**src/rtl/spawn_cell_picker.sv**
```systemverilog
// Picks a random 7x4 playfield cell that avoids the most recently delivered cells,
// then presents its index and pixel position under a valid/ready handshake.
module spawn_cell_picker #(
   parameter int HIST_DEPTH = 4,
   parameter int MAX_RETRY  = 8,
   parameter int RETRY_GAP  = 6,
   parameter int CELL_W     = 12,
   parameter int CELL_H     = 12,
   parameter int X_OFF      = 6,
   parameter int Y_OFF      = 8
) (
   input  logic       clock,
   input  logic       reset,
   input  logic [4:0] rnd,
   input  logic       req,
   input  logic       clear_hist,
   output logic       cell_valid,
   input  logic       cell_ready,
   output logic [4:0] cell_idx,
   output logic [6:0] cell_x,
   output logic [5:0] cell_y,
   output logic       busy
);

   localparam int RW = $clog2(MAX_RETRY + 1);
   localparam int GW = $clog2(RETRY_GAP + 1);

   typedef enum logic [2:0] {IDLE, SAMPLE, CHECK, WAIT, PROBE, HOLD} state_t;

   state_t                  state;
   logic [4:0]              cand;
   logic [RW-1:0]           retry;
   logic [GW-1:0]           gap;
   logic [4:0]              hist_idx [HIST_DEPTH];
   logic [HIST_DEPTH-1:0]   hist_vld;

   logic [4:0] rnd_norm;
   logic [4:0] probe_next;
   logic [4:0] check_val;
   logic       hit;
   logic [1:0] row;
   logic [4:0] col;
   logic [6:0] pix_x;
   logic [5:0] pix_y;

   assign busy = (state != IDLE);

   // The value under test is the candidate in CHECK and the next probe position in PROBE,
   // so a free probe can be delivered in the same cycle it is reached.
   always_comb begin
      rnd_norm   = (rnd >= 5'd28) ? rnd - 5'd28 : rnd;
      probe_next = (cand == 5'd27) ? 5'd0 : cand + 5'd1;
      check_val  = (state == PROBE) ? probe_next : cand;
      hit = 1'b0;
      for (int i = 0; i < HIST_DEPTH; i++) begin
         if (hist_vld[i] && hist_idx[i] == check_val) hit = 1'b1;
      end
      if (check_val >= 5'd21)      row = 2'd3;
      else if (check_val >= 5'd14) row = 2'd2;
      else if (check_val >= 5'd7)  row = 2'd1;
      else                         row = 2'd0;
      col   = check_val - {3'b000, row} * 5'd7;
      pix_x = 7'(X_OFF) + 7'(col) * 7'(CELL_W);
      pix_y = 6'(Y_OFF) + 6'(row) * 6'(CELL_H);
   end

   always_ff @(posedge clock or negedge reset) begin
      if (!reset) begin
         state      <= IDLE;
         cand       <= '0;
         retry      <= '0;
         gap        <= '0;
         hist_vld   <= '0;
         cell_valid <= 1'b0;
         cell_idx   <= '0;
         cell_x     <= '0;
         cell_y     <= '0;
         for (int i = 0; i < HIST_DEPTH; i++) hist_idx[i] <= '0;
      end else begin
         case (state)
            IDLE: begin
               if (req) begin
                  retry <= '0;
                  state <= SAMPLE;
               end
            end
            SAMPLE: begin
               cand  <= rnd_norm;
               state <= CHECK;
            end
            CHECK: begin
               if (!hit) begin
                  cell_idx   <= check_val;
                  cell_x     <= pix_x;
                  cell_y     <= pix_y;
                  cell_valid <= 1'b1;
                  state      <= HOLD;
               end else if (retry == RW'(MAX_RETRY - 1)) begin
                  state <= PROBE;
               end else begin
                  retry <= retry + 1'b1;
                  gap   <= '0;
                  state <= WAIT;
               end
            end
            WAIT: begin
               if (gap == GW'(RETRY_GAP - 1)) begin
                  gap   <= '0;
                  state <= SAMPLE;
               end else begin
                  gap <= gap + 1'b1;
               end
            end
            PROBE: begin
               cand <= probe_next;
               if (!hit) begin
                  cell_idx   <= check_val;
                  cell_x     <= pix_x;
                  cell_y     <= pix_y;
                  cell_valid <= 1'b1;
                  state      <= HOLD;
               end
            end
            HOLD: begin
               if (cell_ready) begin
                  cell_valid  <= 1'b0;
                  state       <= IDLE;
                  hist_idx[0] <= cell_idx;
                  hist_vld[0] <= 1'b1;
                  for (int i = 1; i < HIST_DEPTH; i++) begin
                     hist_idx[i] <= hist_idx[i-1];
                     hist_vld[i] <= hist_vld[i-1];
                  end
               end
            end
            default: state <= IDLE;
         endcase
         // Placed after the case so a clear in the transfer cycle overrides the push.
         if (clear_hist) hist_vld <= '0;
      end
   end

endmodule

```
**config.mk**
```make
export PLATFORM = sky130hd
export DESIGN_NAME = spawn_cell_picker
export DESIGN_NICKNAME = d
export VERILOG_FILES = /design/src/rtl/spawn_cell_picker.sv
export SDC_FILE = /design/constraint.sdc
export NUM_CORES = 1
export LEC_CHECK = 0
export CORE_MARGIN = 1
export CORE_UTILIZATION = 45
export CTS_BUF_LIST = sky130_fd_sc_hd__clkbuf_8
export DETAILED_ROUTE_END_ITERATION = 12
export GPL_ROUTABILITY_DRIVEN = 0
export REMOVE_ABC_BUFFERS = 1
export SETUP_SLACK_MARGIN = 0.05
export SLEW_MARGIN = 20
export SYNTH_ARGS = -nofsm -noshare
export SYNTH_HDL_FRONTEND = slang
export SYNTH_SLANG_ARGS = --single-unit
```
**constraint.sdc**
```tcl
create_clock -name clock -period 11.7 [get_ports clock]
set_clock_uncertainty 0.05 [all_clocks]
set_input_delay 1.755 -clock clock [delete_from_list [all_inputs] [get_ports clock]]
set_output_delay 1.755 -clock clock [all_outputs]
set_load 0.01 [all_outputs]
```
# Word level (Yosys, flattened, before mapping)
# Cells that the tools add are included.
# W data, S select, Z words.
dict set report classes {
  add_sub_neg 7
  n_mul 3
  div 0
  n_lt_le_gt_ge 4
  eq_ne 19
  shift 0
  muxes 32
  bitwise_logic 1
  n_reduce_logical 20
}
# op count
set op_table {}
lappend op_table {{$mux W3} 9}
lappend op_table {{$mux W4} 6}
lappend op_table {{$eq A5 B5 Y1} 4}
lappend op_table {{$pmux W3 S6} 1}
lappend op_table {{$mux W5} 3}
lappend op_table {{$ne A2 B2 Y1 const B} 7}
lappend op_table {{$reduce_bool A2 Y1} 6}
lappend op_table {{$ge A5 B5 Y1 const B} 2}
lappend op_table {{$pmux W5 S2} 1}
lappend op_table {{$eq A3 B3 Y1 const B} 3}
lappend op_table {{$pmux W4 S2} 1}
lappend op_table {{$reduce_and A4 Y1} 2}
lappend op_table {{$add A3 B7 Y7 const A} 1}
lappend op_table {{$mux W1} 7}
lappend op_table {{$add A4 B6 Y6 const A} 1}
lappend op_table {{$eq A3 B2 Y1 const B} 2}
lappend op_table {{$pmux W3 S2} 1}
lappend op_table {{$reduce_and A2 Y1} 3}
lappend op_table {{$reduce_and A3 Y1} 2}
lappend op_table {{$add A5 B1 Y5 const B} 1}
lappend op_table {{$eq A5 B5 Y1 const B} 1}
lappend op_table {{$ge A5 B3 Y1 const B} 1}
lappend op_table {{$ge A5 B4 Y1 const B} 1}
lappend op_table {{$mul A2 B3 Y5 const B} 1}
lappend op_table {{other kinds (15)} 19}
dict set report word_totals {
  reg_bits 58
  latchBits 0
  ramBits 0
  rom_bits 0
  in_bits 10
  out_inout_bits 20
  elab_cells 99
  memories 0
}

# Longest topological paths before layout
# Gate-level depths: netlist of the first run.
dict set report depth {
  ltp_word 11
  depth_mapped 23
  mapped_depth_nobuf 23
}

# Least setup slack after synthesis of the first run
# No wires, ideal clock.
dict set report synth_timing {
  path_type {reg2reg}
  from {register cand[0]}
  to {register cell_x[6]}
  setup_ns 0.125
  t_arrival_ns 4.597
  t_required_ns 11.525
  setup_slack_ns 6.928
  path_stages_with_launch 22
  n_path_buf 0
  synth_period_minus_slack_ns 4.772
  cell_sequence {dfrtp_1 -> ha_1 -> and4b_1 -> nor3_1 -> a21o_1 -> inv_2 -> o21ai_0 -> a22oi_1 -> o22ai_1 -> inv_1 -> ha_1 -> fa_1 -> inv_1 -> ha_1 -> fa_1 -> xor2_1 -> nand3_1 -> xor2_1 -> xnor2_1 -> xnor2_1 -> xnor2_1 -> mux2_2}
}
dict set report synth_between {
  elab_chain_len 11
  elab_cells_between_ends 28
  classes_between {3 x add/sub; 2 x mul; 3 x order compare; 5 x eq/ne; 9 x mux; 1 x bitwise; 5 x reduce/logical}
}
# element line
set synth_lines {}
lappend synth_lines {{start: declaration} 31} ;# logic [4:0] cand;
lappend synth_lines {{start signal: assignment} 88} ;# cand <= rnd_norm;
lappend synth_lines {{start signal: assignment} 115} ;# cand <= probe_next;
lappend synth_lines {{$add A5 B1 Y5 or $eq A5 B5 Y1 (tied branches)} 52} ;# probe_next = (cand == 5'd27) ? 5'd0 : cand + 5'd1;
lappend synth_lines {{$mux W5} 52}
lappend synth_lines {{$mux W5 (*)} 53} ;# check_val = (state == PROBE) ? probe_next : cand;
lappend synth_lines {{$ge A5 B3 Y1 or $eq A5 B5 Y1 (tied branches)} {60, 56}}
lappend synth_lines {{$mux W1 or $logic_and A1 B1 Y1 (tied branches)} {60, 56}}
lappend synth_lines {{$mux W2 or $mux W1 (tied branches)} {59, 56}}
lappend synth_lines {{$mux W2 or $mux W1 (tied branches)} {58, 56}}
lappend synth_lines {{$mul A2 B3 Y5 or $mux W1 (tied branches)} {62, 56}}
lappend synth_lines {{$sub A5 B5 Y5 or $mux W1 (tied branches)} {62, 56}}
lappend synth_lines {{$mul A5 B2 Y5 or $not A1 Y1 (tied branches)} --}
lappend synth_lines {{$add A3 B7 Y7 or $reduce_and A2 Y1 (tied branches)} --}
lappend synth_lines {{end signal: assignment} 94} ;# cell_x <= pix_x;
lappend synth_lines {{end signal: assignment} 118} ;# cell_x <= pix_x;
lappend synth_lines {{end: declaration} 20} ;# output logic [6:0] cell_x,
# Mark *: on every way between the ends. The rest lies on a longest branch, timed or not.
# A chain may end at the register's enable or synchronous reset.

# Worst setup path after layout of the first run
dict set report layout_timing {
  from {register state[2]}
  to {register cell_x[6]}
}
dict set report layout_between {
  elab_chain_len 10
  elab_cells_between_ends 28
  classes_between {2 x add/sub; 2 x mul; 3 x order compare; 6 x eq/ne; 8 x mux; 1 x bitwise; 6 x reduce/logical}
}
# element line
set layout_lines {}
lappend layout_lines {{start: declaration} 30} ;# state_t state;
lappend layout_lines {{start signal: assignment} 69} ;# state <= IDLE;
lappend layout_lines {{start signal: assignment} 84} ;# state <= SAMPLE;
lappend layout_lines {{start signal: assignment} 89} ;# state <= CHECK;
lappend layout_lines {{$eq A3 B3 Y1} {53, 80}}
lappend layout_lines {{$mux W5} 53}
lappend layout_lines {{$ge A5 B3 Y1 or $eq A5 B5 Y1 (tied branches)} {60, 56}}
lappend layout_lines {{$mux W1 or $logic_and A1 B1 Y1 (tied branches)} {60, 56}}
lappend layout_lines {{$mux W2 or $mux W1 (tied branches)} {59, 56}}
lappend layout_lines {{$mux W2 or $mux W1 (tied branches)} {58, 56}}
lappend layout_lines {{$mul A2 B3 Y5 or $mux W1 (tied branches)} {62, 56}}
lappend layout_lines {{$sub A5 B5 Y5 or $mux W1 (tied branches)} {62, 56}}
lappend layout_lines {{$mul A5 B2 Y5 or $not A1 Y1 (tied branches)} --}
lappend layout_lines {{$add A3 B7 Y7 or $reduce_and A2 Y1 (tied branches)} --}
# Several ways; a longest one is shown, not always the timed one.

==> results of run 1 <==
## synthesized netlist by cell type (8+ instances only)
cell / n / area [sq um]
a21oi_1: 14 / 70.1
nand2_1: 21 / 78.8
ha_1: 15 / 188
dfrtp_1: 55 / 1380
xor2_1: 8 / 70.1
inv_1: 21 / 78.8
xnor2_1: 20 / 175
nor2_1: 11 / 41.3
o21ai_0: 22 / 110
nand3_1: 10 / 50.1
mux2_2: 26 / 293
## flip-flops by register name, indices dropped and copies added (netlist names)
| register | cells |
|---|---|
| hist_idx | 20 |
| cell_x | 6 |
| cand | 5 |
| cell_idx | 5 |
| cell_y | 4 |
| hist_vld | 4 |
| retry | 4 |
| gap | 3 |
| state | 3 |
| cell_valid | 1 |
## kinds of logic (layout without fill, tap and decap cells)
| logic type | Yosys count | in the layout | synth area share |
|---|---|---|---|
| mux | 40 | 40 | 0.144 |
| other cells | 1 | 3 | 0.00113 |
| simple gates | 77 | 77 | 0.132 |
| flops | 55 | 55 | 0.413 |
| buf+inv | 33 | 58 | 0.0473 |
| xor+xnor | 29 | 29 | 0.0785 |
| compound gates | 59 | 59 | 0.109 |
| fa+ha+maj | 18 | 18 | 0.0744 |
## placed cells by master (no fill, tap or decap), types with 5 or more instances in the layout
cell type	Yosys	routed
dfrtp_1	55	55
mux2_2	26	26
clkdlybuf4s50_1	0	25
inv_1	21	22
o21ai_0	22	22
nand2_1	21	21
xnor2_1	20	20
ha_1	15	15
a21oi_1	14	14
nor2_1	11	11
nand3_1	10	10
xor2_1	8	8
a21o_1	7	7
mux2_4	7	7
nor3_1	6	6
mux2i_1	6	6
clkbuf_8	0	5
## per-stage QoR
stage               cell area, sq um  setup slack (ns)  utilization  hold WS (ns)  cells
finish                          3750              6.19        0.519         0.424    438
global route                    3750              5.85        0.519         0.451    438
CTS                             3750              6.19        0.519         0.425    438
detailed placement              3660              6.21        0.507         0.407    430
global placement                3660              6.38        0.507         0.405    430
floorplan                       3260              6.66            -         0.428    303
## final cells by class
class / count / area, sq um / share of cell area
flip-flops and latches: 55 / 1380 / 0.367
multi-input cells: 226 / 1810 / 0.482
clock buffers: 5 / 68.8 / 0.0184
repair buffers: 28 / 270 / 0.0721
well taps: 99 / 124 / 0.0331
inverters: 22 / 82.6 / 0.0220
clock inverters: 3 / 20.0 / 0.00534
## routing by layer
| metal | wire length, um | vias up |
|---|---|---|
| met5 | 0 | - |
| met4 | 94 | 0 |
| met2 | 2880 | 28 |
| met3 | 157 | 7 |
| li1 | - | 1141 |
| met1 | 3370 | 1075 |
## worst paths after layout
| check | slack, ns | end | depth (start not counted) |
|---|---|---|---|
| min reg2reg | 0.42 | cell_x[1]$_DFFE_PN0P_ | 1 |
| min | 0.42 | cell_x[1]$_DFFE_PN0P_ | 1 |
| max reg2reg | 6.19 | cell_x[6]$_DFFE_PN0P_ | 20 |
| max | 6.19 | cell_x[6]$_DFFE_PN0P_ | 20 |
| max in group asynchronous | 9.62 | cand[1]$_DFFE_PN0P_ | 2 |
| min in group asynchronous | 1.52 | gap[2]$_DFFE_PN0P_ | 2 |
==> results.tsv, run 1 <==
stage	metric	value	unit
setup_path	critPathArrivalTime	5.67	ns
grt	grt_use_met1	0.280	
yosys	syn_area_per_cell	10.7	sq um
final_layout	n_fill_cell	688	
clock_tree	cts_tree	built	
final_layout	num_antenna_cells	0	
setup_path	startpoint	state[2]$_DFFE_PN0P_	
clock_tree	cts_root_buffer	clkbuf_8	
final_layout	num-nets-final	366	
setup_path	crit_top_cell	xnor2_1	
detailed_routing	vias_per_cell	5.14	
final_layout	layout-drive-gt1-share	0.165	
sta	period_share	0.471	
clock_tree	h-tree-depth	2	
grt	grt.overflow.total	0	
clock_tree	cts_resized	0	
grt	gr-usage-met2	0.285	
floorplanning	die_h	88.1	um
detailed_routing	drtAntennaViolNets	0	
sta	rsz0062_at_grt	no	
yosys	synth_warnings	0	
clock_tree	clock_sinks	55	
grt	grt_use_met3	0.0311	
sta	slew_violations	0	
sta	hold_violations	0	
setup_path	worstSetupPathType	flop to flop	
setup_path	crit_family	adder cells	
hold_path	hold_path_class	flop to flop	
yosys	synth-edff-count	0	
clock_tree	cts_buffers	5	
detailed_routing	drtPass1Iterations	4	
sta	maxSlewHeadroom	0.515	
clock_tree	cts_max_path_buffers	2	
sta	max_freq	182	MHz
floorplanning	die_area	7750	sq um
detailed_routing	vias	2251	
floorplanning	die_w	88.1	um
clock_tree	cts_hold_buf	0	
grt	grt_pass1_wl	11100	um
detailed_routing	finalWirelength	6510	um
detailed_routing	first_iter_violations	53	
setup_path	cp_num_buf_inv	3	
detailed_routing	drc	0	
detailed_routing	wl_per_cell	14.9	um
hold_path	min_from	cell_x[1]$_DFFE_PN0P_	
floorplanning	fp.coreArea	7210	sq um
setup_path	cp.required	11.86	ns
setup_path	crit_slowest_cell	or3b_1	
grt	antenna_found_initial	0	
floorplanning	start_util	0.462	
grt	grt_max_degree	56	
flow_run	maxCapViolCount	0	
place	detailed_place_hpwl	4610	um
yosys	syn_inst	312	
setup_path	worstSetupStartpointType	flop	
floorplanning	rows	31	
yosys	synthFlopType	dfrtp_1	
setup_path	cp_slowest_stage_delay	0.59	ns
yosys	async_flop_share	1.00	
sta	setup_tns	0	ns
sta	finalCriticalPeriod	5.51	ns
place	portBuffers	26	
setup_path	path_cells	or3b_1, nor3_1, a21o_1, inv_2, o21ai_0, a22oi_1, o22ai_1, inv_1, ha_1, fa_1, inv_1, ha_1, fa_1, xor2_1, nand3_1, xor2_1, xnor2_1, xnor2_1, xnor2_1, mux2_2	
yosys	seq_area_frac_synth	0.413	
setup_path	endpoint_kind	flop	
yosys	synth-seq-cells	55	
yosys	syn_area	3330	sq um
yosys	ys_types	52	
status	status	finished clean	
grt	first_global_vias	2271	
sta	worst_slew_pin_slew	0.726	ns
grt	busiest_layer	met2	
sta	setup_viol	0	
setup_path	r2r_start	state[2]$_DFFE_PN0P_	
setup_path	path_max_fanout	14	
floorplanning	io_pins	30	
grt	gr-usage-all-layers	0.190	
clock_tree	path_clk_slew	0.11	ns
final_layout	area_growth	12.5	%
clock_tree	cts_setup_buffers	0	
clock_tree	insertion_delay	0.32	ns
Power of run 1 is left out: the tool's default activity adds up to more than one toggle a clock period on the data nets, which glitch-free logic cannot reach.
==> inputs of run 2 (changes only) <==
- PLACE_DENSITY: not set -> 0.67
- clock period: 11.7 -> 4.6 ns (I/O delays scaled with it)
==> run 2 against run 1 <==
Effect of this change:
- non-clock buffer count increased by 31
- count of clock-buffer cells in the layout increased by 1
- cell area grew 10%
- utilization increased by 5.3 points
- first-iteration DRC count increased by 110%
- maximum frequency rose by 22%
- die area stayed put
- worst hold slack lost 0.0016 ns
- final cell count is 6.8% higher
- setup slack worse by 6.1 ns
- critical path type unchanged
- critical endpoint unchanged
- highest routed layer unchanged
==> results.tsv, run 2 (same netlist as run 1, synthesis figures left out) <==
stage	metric	value	unit
status	status	finished clean	
sta	setup_viol	0	
place	placed_area	3840	sq um
detailed_routing	wl_per_cell	14.4	um
setup_path	ff2ff_path_depth	20	
setup_path	crit_slowest_cell	fa_1	
clock_tree	clock_sinks	55	
floorplanning	io_pins	30	
setup_path	worstSetupStartpointType	flop	
final_layout	regMostFlops	hist_idx	
final_layout	final_cells	468	
setup_path	crit_top_cell	xnor2_1	
place	detailed_place_hpwl	4700	um
floorplanning	start_util	0.462	
final_layout	num-nets-final	397	
clock_tree	cts_tree	built	
floorplanning	die_w	88.1	um
floorplanning	die_h	88.1	um
setup_path	worstSetupPathType	flop to flop	
detailed_routing	drtPass1Iterations	4	
final_layout	final_cell_mix	55 x dfrtp_1, 31 x buf_4, 25 x mux2_2, 25 x clkdlybuf4s50_1	
grt	gr-usage-all-layers	0.183	
final_layout	final_area	4130	sq um
setup_path	cp.required	4.75	ns
detailed_routing	drtAntennaViolNets	0	
final_layout	area_growth	23.8	%
setup_path	cp_slowest_stage_delay	0.51	ns
grt	grt_pass1_wl	11000	um
final_layout	n_fill_cell	627	
clock_tree	insertion_delay	0.31	ns
setup_path	endpoint_kind	flop	
setup_path	critPathArrivalTime	4.67	ns
final_layout	largest_register_ffs	20	
sta	maxSlewHeadroom	0.528	
setup_path	path_cells	buf_6, nor3b_4, buf_4, mux2_4, a22oi_2, o22ai_2, buf_4, fa_1, inv_2, ha_4, a21oi_2, xnor2_2, ha_4, xor2_2, nand3_1, xor2_1, xnor2_1, xnor2_1, xnor2_1, mux2_2	
detailed_routing	drc	0	
final_layout	num_antenna_cells	0	
grt	antenna_found_initial	0	
final_layout	register_area	1380	sq um
detailed_routing	vias	2447	
final_layout	top_regs	hist_idx: 20 flops, cell_x: 6 flops	
flow_run	maxCapViolCount	0	
final_layout	mostFrequentLayoutCell	dfrtp_1	
detailed_routing	first_iter_violations	113	
sta	period_share	0.982	
grt	grt_max_degree	56	
final_layout	layout-drive-gt1-share	0.285	
detailed_routing	vias_per_cell	5.23	
grt	first_global_vias	2360	
clock_tree	cts_hold_buf	0	
grt	grt.overflow.total	0	
detailed_routing	finalWirelength	6740	um
sta	finalCriticalPeriod	4.52	ns
sta	hold_violations	0	
setup_path	path_max_fanout	12	
place	portBuffers	26	
sta	worst_slew_pin_slew	0.709	ns
hold_path	min_delay_path_depth	1	
floorplanning	fp.coreArea	7210	sq um
sta	slew_violations	0	
final_layout	multi_input_area	1950	sq um
sta	rsz0062_at_grt	yes	
clock_tree	path_clk_slew	0.10	ns
floorplanning	rows	31	
clock_tree	cts_buffers	5	
sta	max_freq	221	MHz
clock_tree	cts_root_buffer	clkbuf_8	
clock_tree	h-tree-depth	2	
clock_tree	cts_max_path_buffers	2	
floorplanning	die_area	7750	sq um
hold_path	hold_path_class	flop to flop	
place	place_inst	454	
==> run 2: cell types whose count changed in the layout (fill, tap and decap cells not counted), sizes merged <==
cell	delta
inv	-2
buf	+31
clkinvlp	-1
clkbuf	+1
clkinv	+1
==> run 2: final timing paths <==
check | startpoint | to | slack [ns]
max in group asynchronous | reset | cell_idx[1]$_DFFE_PN0P_ | 3.57
hold reg to reg | cell_x[1]$_DFFE_PN0P_ | cell_x[1]$_DFFE_PN0P_ | 0.42
setup reg to reg | state[1]$_DFFE_PN0P_ | cell_x[6]$_DFFE_PN0P_ | 0.08
hold / removal | cell_x[1]$_DFFE_PN0P_ | cell_x[1]$_DFFE_PN0P_ | 0.42
min in group asynchronous | reset | gap[2]$_DFFE_PN0P_ | 0.46
setup / recovery | state[1]$_DFFE_PN0P_ | cell_x[6]$_DFFE_PN0P_ | 0.08
==> run 2: stage by stage <==
stage                     hold WS, ns  setup slack, ns  TNS (ns)   util
after CTS                       0.431           0.0590         0  0.555
after global routing            0.444           -0.140    -0.140  0.572
after floorplan                 0.344           -0.437    -0.437      -
final                           0.422           0.0814         0  0.572
after detailed placement        0.415           -0.108    -0.108  0.532
after global placement          0.403           0.0415         0  0.532
==> run 2: layer usage <==
layer | up-vias | GRT usage | share of wire
met4 | 0 | 0.0572 | 0.017
met1 | 1196 | 0.248 | 0.46
li1 | 1197 | - | -
met3 | 12 | 0.0292 | 0.030
met2 | 42 | 0.302 | 0.49
met5 | - | 0 | 0
==> run 2: worst max-delay path: cells and delay by family, from the launching register on <==
kind                     cells  cell delay (ns)
adder cells (fa/ha/maj)      3             0.99
AND/OR/NAND/NOR              2             0.41
flip-flops                   1             0.40
XOR/XNOR                     6             0.97
AO/OA/AOI/OAI                3             0.49
buffers and inverters        4             0.54
multiplexers                 2             0.58
==> run 2: area by class of cell <==
class                   count  area share
repair buffers             59       0.124
clock inverters             1     0.00121
multi-input cells         226       0.471
well taps                  99      0.0300
flip-flops and latches     55       0.334
clock buffers               6      0.0200
inverters                  22      0.0200
==> run 2: repair_timing <==
action	4_1_cts	5_1_grt
pin swaps	3	13
resized for setup	10	18
endpoints found under the setup margin	1	2
setup buffers	3	4
gates cloned	0	0
Power of run 2 is left out for the same reason.
==> inputs of run 3 (changes only) <==
- CORE_UTILIZATION: 45 -> 54
- PLACE_DENSITY: 0.67 -> 0.79
==> run 3 against run 2 <==
Effect of this change:
- the flow now finishes with violations (setup timing)
- critical path depth decreased by 1
- via count increased by 6.0%
- utilization up 14 points
- register-to-register slack got worse by 0.10 ns
- global-route usage grew 4.6 points
- count of clock-buffer cells in the layout unchanged
- routed wire length increased by 18%
- final cell count down 3.2%
- sequential cell count stayed put
==> results.tsv, run 3 (same netlist as run 1, synthesis figures left out) <==
stage	metric	value	unit
sta	max_freq	216	MHz
sta	rsz0062_at_grt	yes	
sta	setup_viol	1	
sta	period_share	1.00	
place	place_ws	-0.0626	ns
place	place_inst	428	
setup_path	cp_slowest_stage_delay	0.59	ns
flow_run	maxCapViolCount	0	
grt	grt_max_degree	56	
floorplanning	start_util	0.563	
setup_path	cp.required	4.76	ns
final_layout	regMostFlops	hist_idx	
final_layout	n_fill_cell	400	
detailed_routing	first_iter_violations	148	
place	portBuffers	26	
clock_tree	path_clk_slew	0.11	ns
clock_tree	cts_tree	built	
final_layout	layout-drive-gt1-share	0.310	
clock_tree	cts_max_path_buffers	2	
final_layout	top_regs	hist_idx: 20 flops, cell_x: 6 flops	
clock_tree	clock_sinks	55	
detailed_routing	drtAntennaViolNets	0	
setup_path	path_max_fanout	6	
floorplanning	io_pins	30	
setup_path	path_cells	or3b_4, buf_4, nor2_2, nor2_1, o21ai_2, a22oi_2, o22ai_2, inv_2, ha_4, fa_1, inv_2, ha_4, fa_2, nand3_1, xor2_1, xnor2_1, xnor2_1, xnor2_1, mux2_2	
sta	finalCriticalPeriod	4.62	ns
floorplanning	die_area	6490	sq um
sta	maxSlewHeadroom	0.505	
clock_tree	h-tree-depth	2	
grt	first_global_vias	2385	
status	violations	setup timing	
grt	antenna_found_initial	0	
detailed_routing	drtPass1Iterations	4	
detailed_routing	finalWirelength	7970	um
sta	worst_slack	-0.0205	ns
final_layout	mostFrequentLayoutCell	dfrtp_1	
floorplanning	die_h	80.6	um
status	status	finished, violations left	
setup_path	worstSetupStartpointType	flop	
sta	slew_violations	0	
floorplanning	fp.coreArea	5920	sq um
clock_tree	cts_buffers	5	
grt	grt.overflow.total	0	
setup_path	crit_slowest_cell	fa_1	
setup_path	worstSetupPathType	flop to flop	
final_layout	largest_register_ffs	20	
final_layout	area_growth	26.9	%
floorplanning	rows	28	
setup_path	ff2ff_path_depth	19	
final_layout	final_cells	453	
sta	hold_violations	0	
floorplanning	die_w	80.6	um
detailed_routing	vias	2593	
setup_path	crit_top_cell	xnor2_1	
detailed_routing	drc	0	
detailed_routing	vias_per_cell	5.72	
detailed_routing	wl_per_cell	17.6	um
grt	grt_pass1_wl	11300	um
hold_path	hold_path_class	input pin to async pin	
place	detailed_place_hpwl	4780	um
setup_path	critPathArrivalTime	4.78	ns
clock_tree	cts_root_buffer	clkbuf_8	
final_layout	num_antenna_cells	0	
sta	worst_slew_pin_slew	0.741	ns
setup_path	endpoint_kind	flop	
grt	gr-usage-all-layers	0.229	
clock_tree	insertion_delay	0.32	ns
final_layout	num-nets-final	405	
final_layout	final_cell_mix	55 x dfrtp_1, 34 x buf_4, 25 x mux2_2, 25 x clkdlybuf4s50_1	
==> run 3: changes by cell type in the layout (fill, tap and decap cells not counted), sizes merged <==
cell	previous run	this run
buf	34	42
bufinv	0	1
==> run 3: routing by layer <==
layer / part of all wire / GRT usage
met2: 0.51 / 0.369
met1: 0.43 / 0.316
met5: 0 / 0
met3: 0.040 / 0.0398
met4: 0.015 / 0.0643
==> run 3: cell type report <==
cell class	instances	area [sq um]	share of cell area
repair buffers	67	589	0.139
inverters	22	82.6	0.0195
flip-flops and latches	55	1380	0.325
clock inverters	2	35.0	0.00828
clock buffers	6	82.6	0.0195
multi-input cells	226	1970	0.466
well taps	75	93.8	0.0222
==> run 3: stage by stage <==
step | TNS [ns] | area [sq um] | utilization | hold slack (ns)
2_1_floorplan | -0.437 | 3260 | - | 0.344
3_3_place_gp | 0 | 3790 | 0.641 | 0.405
3_5_place_dp | -0.0626 | 3790 | 0.641 | 0.414
4_1_cts | 0 | 4000 | 0.675 | 0.441
5_1_grt | -0.173 | 4230 | 0.714 | 0.462
6_report | -0.0205 | 4230 | 0.714 | 0.431
==> run 3: critical path: cells and delay by family, from the launching register on <==
kind	cells	cell delay, ns
fa+ha+maj	4	1.60
xor+xnor	4	0.59
compound gates	3	0.41
flops	1	0.41
mux	1	0.26
buf+inv	3	0.29
simple gates	4	0.88
==> run 3: final timing paths <==
kind	start	slack (ns)	endpoint
worst min register to register	cell_x[1]$_DFFE_PN0P_	0.44	cell_x[1]$_DFFE_PN0P_
worst max register to register	state[0]$_DFFE_PN0P_	-0.02	cell_x[6]$_DFFE_PN0P_
worst min-delay path	reset	0.43	cand[1]$_DFFE_PN0P_
max in group asynchronous	reset	3.56	retry[0]$_DFFE_PN0P_
min in group clock	cell_x[1]$_DFFE_PN0P_	0.44	cell_x[1]$_DFFE_PN0P_
worst max-delay path	state[0]$_DFFE_PN0P_	-0.02	cell_x[6]$_DFFE_PN0P_
==> run 3: timing repair <==
| item | in CTS | in global routing |
|---|---|---|
| endpoints found under the setup margin | 1 | 1 |
| cloned | 0 | 0 |
| hold buffers | 0 | 0 |
| buffers inserted | 4 | 13 |
| pin swaps | 7 | 15 |
| resized for setup | 12 | 26 |
Power of run 3 is left out for the same reason.
